===== src/rtl/nic_pe_agent.sv =====
// nic_pe_agent: PE-side agent that bursts packets into a NIC and drains its input buffer.
// Optional NIC_PE_AGENT_SEQ_CHECK_EN adds seq_err, a sticky received-sequence checker.
module nic_pe_agent #(
  parameter logic [15:0] SRC_ID   = 16'h0000,
  parameter logic [7:0]  MAX_PKTS = 8'd255
) (
  input  logic        clk,
  input  logic        reset,
  input  logic        start,
  input  logic [7:0]  num_pkts,
  input  logic        cfg_vc,
  input  logic        cfg_dir,
  input  logic [7:0]  cfg_hops,
  output logic [1:0]  nic_addr,
  output logic [63:0] nic_d_in,
  output logic        nic_en,
  output logic        nic_wr_en,
  input  logic [63:0] nic_d_out,
  output logic        rx_valid,
  output logic [63:0] rx_data,
  output logic [7:0]  tx_count,
  output logic [7:0]  rx_count,
`ifdef NIC_PE_AGENT_SEQ_CHECK_EN
  output logic        seq_err,
`endif
  output logic        busy,
  output logic        done
);
  typedef enum logic [2:0] {IDLE, POLL_IN, CHK_IN, RD_IN, CAP_IN, POLL_OUT, CHK_OUT, WR_OUT} state_e;
  state_e state_q, state_d;
  logic [7:0] num_q, tx_q, rx_q, hops_q;
  logic vc_q, dir_q, rx_valid_q, full;
  logic [63:0] rx_data_q;
  // Packet bit [k] of the big-endian [0:63] numbering is vector bit 63-k, so status "full" is bit 0.
  assign full = nic_d_out[0];
  always_comb begin
    state_d = state_q;
    case (state_q)
      IDLE:     state_d = start ? POLL_IN : IDLE;
      POLL_IN:  state_d = CHK_IN;
      CHK_IN:   state_d = full ? RD_IN : (tx_q == num_q) ? IDLE : POLL_OUT;
      RD_IN:    state_d = CAP_IN;
      CAP_IN:   state_d = POLL_IN;
      POLL_OUT: state_d = CHK_OUT;
      CHK_OUT:  state_d = full ? POLL_IN : WR_OUT;
      WR_OUT:   state_d = POLL_IN;
      default:  state_d = IDLE;
    endcase
  end
  assign nic_en    = state_q inside {POLL_IN, RD_IN, POLL_OUT, WR_OUT};
  assign nic_wr_en = state_q == WR_OUT;
  assign nic_addr  = state_q == POLL_IN ? 2'b01 : state_q == POLL_OUT ? 2'b11 : state_q == WR_OUT ? 2'b10 : 2'b00;
  assign nic_d_in  = nic_wr_en ? {vc_q, dir_q, 6'b0, hops_q, SRC_ID, 24'h0, tx_q} : 64'h0;
  assign done      = nic_wr_en && (tx_q + 8'd1 == num_q);
  assign busy      = state_q != IDLE;
  assign rx_valid  = rx_valid_q;
  assign rx_data   = rx_data_q;
  assign tx_count  = tx_q;
  assign rx_count  = rx_q;
  always_ff @(posedge clk) begin
    if (reset) begin
      state_q    <= IDLE;
      num_q      <= '0;
      tx_q       <= '0;
      rx_q       <= '0;
      hops_q     <= '0;
      vc_q       <= 1'b0;
      dir_q      <= 1'b0;
      rx_valid_q <= 1'b0;
      rx_data_q  <= '0;
    end else begin
      state_q    <= state_d;
      rx_valid_q <= state_q == CAP_IN;
      if (state_q == IDLE && start) begin
        num_q  <= num_pkts > MAX_PKTS ? MAX_PKTS : num_pkts;
        vc_q   <= cfg_vc;
        dir_q  <= cfg_dir;
        hops_q <= cfg_hops;
        tx_q   <= '0;
      end
      if (nic_wr_en) tx_q <= tx_q + 8'd1;
      if (state_q == CAP_IN) begin
        rx_data_q <= nic_d_out;
        rx_q      <= rx_q + 8'd1;
      end
    end
  end
`ifdef NIC_PE_AGENT_SEQ_CHECK_EN
  logic [7:0] exp_seq_q;
  logic seq_err_q;
  always_ff @(posedge clk) begin
    if (reset) begin
      exp_seq_q <= '0;
      seq_err_q <= 1'b0;
    end else if (state_q == CAP_IN) begin
      exp_seq_q <= exp_seq_q + 8'd1;
      seq_err_q <= seq_err_q | (nic_d_out[7:0] != exp_seq_q);
    end
  end
  assign seq_err = seq_err_q;
`endif
endmodule

===== config.mk =====
export PLATFORM = sky130hd
export DESIGN_NAME = nic_pe_agent
export DESIGN_NICKNAME = d
export VERILOG_FILES = /design/src/rtl/nic_pe_agent.sv
export SDC_FILE = /design/constraint.sdc
export NUM_CORES = 1
export LEC_CHECK = 0
export ABC_CLOCK_PERIOD_IN_PS = 2100
export BUFFER_PORTS_ARGS = -buffer_cell sky130_fd_sc_hd__buf_2
export CAP_MARGIN = 10
export CORE_MARGIN = 5
export CORE_UTILIZATION = 47
export CTS_BUF_LIST = sky130_fd_sc_hd__clkbuf_2 sky130_fd_sc_hd__clkbuf_4 sky130_fd_sc_hd__clkbuf_8
export DETAILED_ROUTE_END_ITERATION = 10
export PLACE_DENSITY = 0.94
export SKIP_CTS_REPAIR_TIMING = 1
export SLEW_MARGIN = 5
export SYNTH_ARGS = -nofsm -noshare
export SYNTH_HDL_FRONTEND = slang
export SYNTH_SLANG_ARGS = --single-unit
export TNS_END_PERCENT = 30

===== constraint.sdc =====
create_clock -name clk -period 2.1 [get_ports clk]
set_clock_uncertainty 0.1 [all_clocks]
set_input_delay 0.42 -clock clk [delete_from_list [all_inputs] [get_ports clk]]
set_output_delay 0.42 -clock clk [all_outputs]
set_load 0.03 [all_outputs]

==> results of run 1 <==
layout by cell type (no fill, tap or decap), types with 3 or more instances in the layout:
master    synthesis  routed
dfxtp_4           0       3
nor3_1            6       6
nand3_1           9       8
inv_6             0       3
and2_1           19      19
or3_1             3       3
o21ai_0           4       4
buf_4            47      17
and3_1            4       3
nor2_1           19      19
xnor2_1          14      13
dfxtp_1         102      96
nand4_1           5       5
a21oi_1          91      91
dfxtp_2           0       3
conb_1            1      46
nand2_1         175     175
buf_2            15     187
clkbuf_8          0      10
clkinv_4          0       3
xor2_1            7       7
logic make-up after synthesis:
| logic type | synth area share |
|---|---|
| fa+ha+maj | 0.00555 |
| flops | 0.453 |
| compound gates | 0.114 |
| xor+xnor | 0.0408 |
| other cells | 0.000832 |
| buf+inv | 0.121 |
| mux | 0.00971 |
| simple gates | 0.256 |
sequential cells by signal (all words and copies together), names as in the netlist:
name	cells
vc_q	1
state_q	3
dir_q	1
hops_q	8
rx_valid	1
rx_data	64
rx_count	8
num_q	8
tx_count	8
worst max-delay path: stages, from the launching register on:
cell	delay, ns
dfxtp_4	0.39
ha_4	0.17
and3_4	0.21
nand3_2	0.11
xnor2_2	0.17
a2111oi_4	0.28
buf_4	0.21
report_power, final:
group	total (uW)	switching [uW]	leakage, uW	internal [uW]
sequential	2040	44.0	0.000829	2000
clock	1180	702	0.0000939	481
combinational	626	436	0.00167	190
total	3850	1180	0.00259	2670
final cells by class:
cell class,count,share of cell area
Clock buffer,10,0.0242
Clock inverter,6,0.00904
Inverter,2,0.00220
Multi-Input combinational cell,428,0.378
Sequential cell,102,0.362
Tap cell,129,0.0284
Timing Repair Buffer,206,0.194
Timing Repair inverter,1,0.000882
per-layer routing:
layer | wire length [um] | up-vias
met1 | 4830 | 1968
li1 | - | 2118
met5 | 0 | -
met2 | 6430 | 146
met3 | 818 | 16
met4 | 193 | 0
final timing paths:
check,slack [ns],cells after the start,end,start
min reg2reg,0.35,2,vc_q,vc_q
max,-0.31,6,done,tx_count[1]
max reg2reg,0.28,4,rx_count[3],state_q[1]
min,0.19,3,rx_data[54],nic_d_out[54]
metrics by stage:
step	utilization	instance area [um2]	setup TNS [ns]	hold slack [ns]	std cells
final	0.611	5680	-0.307	0.186	884
after CTS	0.606	5620	-1.52	0.161	881
after floorplan	-	4720	0	0.332	617
after global placement	0.585	5430	0	0.338	865
after global routing	0.611	5680	-0.419	0.148	884
after detailed placement	0.585	5430	0	0.342	865
==> flow_metrics.py, run 1 <==
metrics = {
    "cells_and_area": {
        "multi_input_area_um2": 2150,
        "n_antenna_cell": 0,
        "seqCellArea_um2": 2060,
        "nets": 837,
        "syn2layout_area_growth_pct": 25.9,
        "nFillCells": 844,
        "drive_gt1_frac": 0.325,
    },
    "synthesis": {
        "async_flop_share": 0,
        "ys_top_cells_by_area": "dfxtp_1, nand2_1, a21oi_1, buf_4, xnor2_1",
        "synth_edf_count": 0,
        "ys_warn_count": 0,
        "seq_area_frac_synth": 0.453,
        "netlist_instances": 572,
        "ys_ff_latch": 102,
        "avgSynthCellArea_um2": 7.88,
        "ys_types": 41,
        "syn_area_um2": 4510,
        "synthMostInstantiatedCell": "nand2_1",
        "synth_common_cells": "nand2_1, dfxtp_1, a21oi_1, buf_4, clkbuf_1",
        "synth.top_cell.area_share": 0.453,
        "synth_ff_type": "dfxtp_1",
        "synth_top_area_cell": "dfxtp_1",
    },
    "cts": {
        "cts_tree": "done",
        "clockRootBuffer": "clkbuf_8",
        "clk_pin_slew_worst_paths_ns": 0.11,
        "insertion_delay_ns": 0.35,
        "ctsLongestPathBuffers": 2,
        "cts_buffers": 9,
        "htreeDepth": 3,
        "cts.sinks": 102,
    },
    "setup_path": {
        "start_kind": "register",
        "crit_type": "register to primary output",
        "crit_required_ns": 1.58,
        "cp-end-kind": "primary output",
        "cp_max_fo": 7,
        "arrival_ns": 1.89,
    },
    "sta": {
        "slew_headroom": 0.601,
        "clock.fmax_mhz": 415,
        "rsz0062_at_grt": "true",
        "finalCritPeriodShare": 1.15,
        "slew_violations": 0,
        "hold_violations": 0,
        "setup_ws_ns": -0.307,
        "worstMarginPinSlew_ns": 0.599,
        "period_minus_slack_ns": 2.41,
        "final-setup-viol-count": 1,
    },
    "global_route": {
        "grt_use_total": 0.195,
        "busiest_layer": "met2",
        "overflow": 0,
        "grt_start_max_net_pins": 61,
        "antenna_found_initial": 0,
        "grt_util_met2": 0.342,
        "met3_usage": 0.0496,
        "grt_pass1_vias": 3826,
        "grt_pass1_wl_um": 18500,
        "grt_use_met1": 0.237,
    },
    "power": {
        "p_leak_uw": 0.00259,
        "power.density_nw_per_um2": 678,
        "peakVddDrop_mv": 0.512,
        "power_uw": 3850,
    },
    "detailed_routing": {
        "firstDrtPassIters": 4,
        "ant_nets": 0,
        "vias": 4248,
        "drtIter0Drc": 186,
        "via_per_inst": 4.81,
        "finalWirelength_um": 12300,
        "wire_per_inst_um": 13.9,
        "drc": 0,
    },
    "die": {
        "io_pins": 236,
        "start_util": 0.486,
        "dieArea_um2": 11700,
        "placementRows": 35,
        "dieWidth_um": 108,
        "die_h_um": 108,
        "core_area_um2": 9280,
    },
    "placed_design": {
        "place_ws_ns": 0.0558,
        "dpl.hpwl_um": 9000,
        "gp_congestion": 0.861,
        "portBuffers": 189,
    },
    "outcome": {
        "violations": "setup timing",
        "outcome": "complete, but fails checks",
    },
    "worst_hold_path": {
        "hold_path.class": "primary input to register",
    },
    "job": {
        "cap_violations": 0,
    },
}
(Power assumes the default switching activity.)
==> run 2: changes to the inputs <==
GPL_TIMING_DRIVEN = 0   (was default)
==> flow_metrics.py, run 2 (synthesis gave the netlist of run 1 again) <==
metrics = {
    "die": {
        "die_h_um": 108,
        "dieArea_um2": 11700,
        "start_util": 0.486,
        "dieWidth_um": 108,
        "core_area_um2": 9280,
        "io_pins": 236,
        "placementRows": 35,
    },
    "cells_and_area": {
        "final_common_cell": "buf_2",
        "syn2layout_area_growth_pct": 40.6,
        "largest_reg_flops": 64,
        "final_cell_mix": "buf_2, nand2_1, dfxtp_1, a21oi_1, buf_4",
        "nets": 915,
        "fin_area_um2": 6340,
        "drive_gt1_frac": 0.382,
    },
    "setup_path": {
        "r2r-end": "rx_data[18]",
        "r2r-start": "state_q[1]",
        "crit_type": "register to primary output",
        "r2r_cells": 7,
        "start_kind": "register",
        "cp_max_fo": 6,
        "cp-end-kind": "primary output",
        "crit_required_ns": 1.58,
        "arrival_ns": 1.94,
        "reg2reg_slack_ns": 0.13,
    },
    "sta": {
        "slew_headroom": 0.635,
        "slew_violations": 0,
        "period_minus_slack_ns": 2.46,
        "rsz0062_at_grt": "true",
        "final-setup-viol-count": 4,
        "finalCritPeriodShare": 1.17,
        "hold_violations": 0,
        "setup_ws_ns": -0.359,
        "clock.fmax_mhz": 407,
        "worstMarginPinSlew_ns": 0.548,
    },
    "cts": {
        "ctsLongestPathBuffers": 2,
        "insertion_delay_ns": 0.35,
        "cts.sinks": 102,
        "clockRootBuffer": "clkbuf_8",
        "cts_tree": "done",
        "clk_pin_slew_worst_paths_ns": 0.10,
        "cts_buffers": 9,
        "htreeDepth": 3,
    },
    "detailed_routing": {
        "vias": 4573,
        "wire_per_inst_um": 14.7,
        "ant_nets": 0,
        "drtIter0Drc": 201,
        "firstDrtPassIters": 5,
        "via_per_inst": 4.75,
        "finalWirelength_um": 14100,
        "drc": 0,
    },
    "global_route": {
        "grt_pass1_wl_um": 20000,
        "grt_use_total": 0.216,
        "antenna_found_initial": 1,
        "overflow": 0,
        "grt_start_max_net_pins": 17,
        "grt_pass1_vias": 4148,
    },
    "worst_hold_path": {
        "holdPathEnd": "rx_data[46]",
        "hold_depth": 3,
        "hold_path.class": "primary input to register",
        "holdCritStartpoint": "nic_d_out[46]",
    },
    "job": {
        "cap_violations": 0,
    },
    "outcome": {
        "violations": "setup timing",
        "outcome": "complete, but fails checks",
    },
    "power": {
        "power.density_nw_per_um2": 635,
        "p_leak_uw": 0.00295,
        "peakVddDrop_mv": 0.461,
        "power_uw": 4030,
    },
    "placed_design": {
        "gp_congestion": 0.816,
        "dpl_cell_area_um2": 5820,
        "portBuffers": 189,
        "dpl.hpwl_um": 10300,
    },
}
run 2: changes by cell type in the layout (fill, tap and decap cells not counted), sizes merged:
cell,delta
buf,+59
clkbuf,+21
clkinv,-2
inv,-2
bufinv,+1
clkinvlp,+1
diode,+1
run 2: cell type report:
class | count | area [um2]
Antenna cell | 1 | 2.50
Sequential cell | 102 | 2060
Tap cell | 129 | 161
Multi-Input combinational cell | 428 | 2170
Clock inverter | 5 | 58.8
Buffer | 85 | 574
Fill cell | 765 | 2950
Clock buffer | 11 | 139
Timing Repair Buffer | 200 | 1150
Inverter | 2 | 20.0
run 2: critical path: stages, from the launching register on:
cell       delay [ns]
dfxtp_4          0.38
ha_4             0.25
xor2_1           0.15
nor3_2           0.12
nand3_1          0.14
a2111oi_4        0.33
buf_4            0.21
run 2: how the worst max path moves through the flow:
stage,slack [ns],endpoint,startpoint,cells past startpoint
3_3_place_gp,-0.07,nic_d_in[1],state_q[0],6
3_5_place_dp,-0.09,nic_d_in[6],state_q[2],6
6_report,-0.36,done,tx_count[0],6
2_1_floorplan,0.03,nic_d_in[48],state_q[0],5
4_1_cts,-0.50,nic_d_in[6],state_q[2],6
5_1_grt,-0.48,done,tx_count[0],6
run 2: per-stage QoR:
step / setup TNS (ns) / std cells / hold WS [ns] / util / setup WS, ns
2_1_floorplan: 0 / 617 / 0.332 / - / 0.0259
3_3_place_gp: -0.577 / 935 / 0.338 / 0.627 / -0.0734
3_5_place_dp: -0.633 / 935 / 0.343 / 0.627 / -0.0869
4_1_cts: -8.02 / 951 / 0.170 / 0.649 / -0.497
5_1_grt: -1.68 / 963 / 0.159 / 0.683 / -0.475
6_report: -0.413 / 963 / 0.190 / 0.683 / -0.359
run 2: power by group:
part,switching (uW),internal [uW]
combinational,474,269
clock,660,581
sequential,44.0,2000
run 2: per-layer routing:
metal / track usage / vias up / wire (um)
met1: 0.252 / 2061 / 5470
met4: 0.0866 / 0 / 533
met2: 0.371 / 188 / 7100
met3: 0.0645 / 46 / 1020
met5: 0 / - / 0
li1: - / 2278 / -
==> run 3: changes to the inputs <==
PLACE_DENSITY = 0.83   (was 0.94)
REMOVE_ABC_BUFFERS = 1   (was default)
==> flow_metrics.py, run 3 (synthesis gave the netlist of run 1 again) <==
metrics = {
    "setup_path": {
        "r2r_cells": 7,
        "start_kind": "register",
        "crit_required_ns": 1.58,
        "crit_type": "register to primary output",
        "cp-startpoint": "tx_count[1]",
        "r2r-start": "state_q[2]",
        "arrival_ns": 1.97,
        "cp_max_fo": 6,
        "cp-end-kind": "primary output",
    },
    "global_route": {
        "overflow": 0,
        "grt_pass1_wl_um": 17900,
        "antenna_found_initial": 0,
        "grt_start_max_net_pins": 54,
        "grt_use_total": 0.187,
        "grt_pass1_vias": 3970,
    },
    "cells_and_area": {
        "n_antenna_cell": 0,
        "layout.cells.non_filler": 876,
        "syn2layout_area_growth_pct": 27.7,
        "final_cell_mix": "buf_2, nand2_1, dfxtp_1, a21oi_1, conb_1",
        "drive_gt1_frac": 0.325,
        "final_common_cell": "buf_2",
        "nFillCells": 812,
        "largest_reg_flops": 64,
        "nets": 830,
    },
    "detailed_routing": {
        "via_per_inst": 4.83,
        "firstDrtPassIters": 5,
        "drc": 0,
        "ant_nets": 0,
        "finalWirelength_um": 11800,
        "vias": 4227,
        "drtIter0Drc": 187,
        "wire_per_inst_um": 13.5,
    },
    "power": {
        "power.density_nw_per_um2": 677,
        "p_int_uw": 2780,
        "clockPowerShare": 0.313,
        "switchingPower_uw": 1120,
        "peakVddDrop_mv": 0.397,
        "p_leak_uw": 0.00260,
        "p_sw_frac": 0.288,
        "seqPwrFrac": 0.528,
        "pwr-share-comb": 0.159,
    },
    "cts": {
        "clockRootBuffer": "clkbuf_8",
        "clk_pin_slew_worst_paths_ns": 0.09,
        "cts_tree": "done",
        "htreeDepth": 3,
        "cts.sinks": 102,
        "cts_buffers": 9,
        "insertion_delay_ns": 0.35,
        "ctsLongestPathBuffers": 2,
    },
    "outcome": {
        "outcome": "complete, but fails checks",
        "violations": "setup timing",
    },
    "sta": {
        "period_minus_slack_ns": 2.49,
        "final-setup-viol-count": 1,
        "slew_violations": 0,
        "slew_headroom": 0.641,
        "finalCritPeriodShare": 1.19,
        "rsz0062_at_grt": "true",
        "hold_violations": 0,
        "setup_ws_ns": -0.394,
        "hold_slack_ns": 0.197,
        "worstMarginPinSlew_ns": 0.539,
        "clock.fmax_mhz": 401,
    },
    "die": {
        "core_area_um2": 9280,
        "placementRows": 35,
        "start_util": 0.486,
        "die_h_um": 108,
        "dieArea_um2": 11700,
        "dieWidth_um": 108,
        "io_pins": 236,
    },
    "placed_design": {
        "dpl.hpwl_um": 8750,
        "portBuffers": 189,
        "gp_congestion": 0.845,
        "post-place-cells": 856,
    },
    "job": {
        "cap_violations": 0,
    },
    "worst_hold_path": {
        "holdCritStartpoint": "nic_d_out[41]",
        "hold_path.class": "primary input to register",
        "hold_depth": 3,
    },
}
## run 3: cell count changes in the layout (fill, tap and decap cells not counted), moves of 4 or more
cell | previous run | this run
buf_4 | 57 | 5
buf_6 | 22 | 2
clkbuf_1 | 18 | 0
and2_1 | 7 | 19
and2_4 | 12 | 0
buf_16 | 0 | 4
## run 3: stage by stage
stage          total power (uW)  setup slack [ns]  utilization  instance area (um2)  setup TNS, ns
2_1_floorplan              2460             -1.20            -                 4140         -66.72
3_5_place_dp               2710            -0.362        0.582                 5410          -2.62
6_report                   3900            -0.394        0.620                 5760         -0.394
4_1_cts                    3930            -0.764        0.604                 5600         -10.21
3_3_place_gp               2650             -2.31        0.565                 5250        -145.15
5_1_grt                    4080            -0.466        0.620                 5760         -0.520
## run 3: power groups by stage
| stage | logic [uW] | clock network, uW | registers, uW |
|---|---|---|---|
| final | 621 | 1220 | 2060 |
| after global placement | 562 | 0 | 2090 |
| after global routing | 669 | 1340 | 2070 |
| after CTS | 609 | 1270 | 2050 |
| after floorplan | 308 | 0 | 2150 |
| after detailed placement | 608 | 0 | 2100 |
## run 3: final cells by class
class | instances | area [um2] | share of cell area
multi-input cells | 428 | 2180 | 0.379
flip-flops and latches | 102 | 2070 | 0.359
repair buffers | 199 | 1130 | 0.196
well taps | 129 | 161 | 0.0280
clock buffers | 10 | 138 | 0.0239
clock inverters | 5 | 60.1 | 0.0104
inverters | 2 | 15.0 | 0.00261
repair inverters | 1 | 6.26 | 0.00109
## run 3: critical path: stages (launching register included)
cell,delay [ns]
dfxtp_4,0.38
ha_4,0.24
xor2_1,0.14
nor3_1,0.25
nand3_1,0.16
a2111oi_4,0.24
buf_4,0.22
## run 3: final timing paths
check        slack, ns          end
max reg2reg       0.07  rx_count[4]
min reg2reg       0.35    hops_q[7]
min               0.20  rx_data[41]
max              -0.39         done
## run 3: per-layer routing
metal  up-vias  track usage  wire length [um]
li1       2104            -                 -
met1      1899        0.209              4530
met5         -            0                 0
met3        18       0.0687              1360
met2       206        0.331              5720
met4         0       0.0568               185
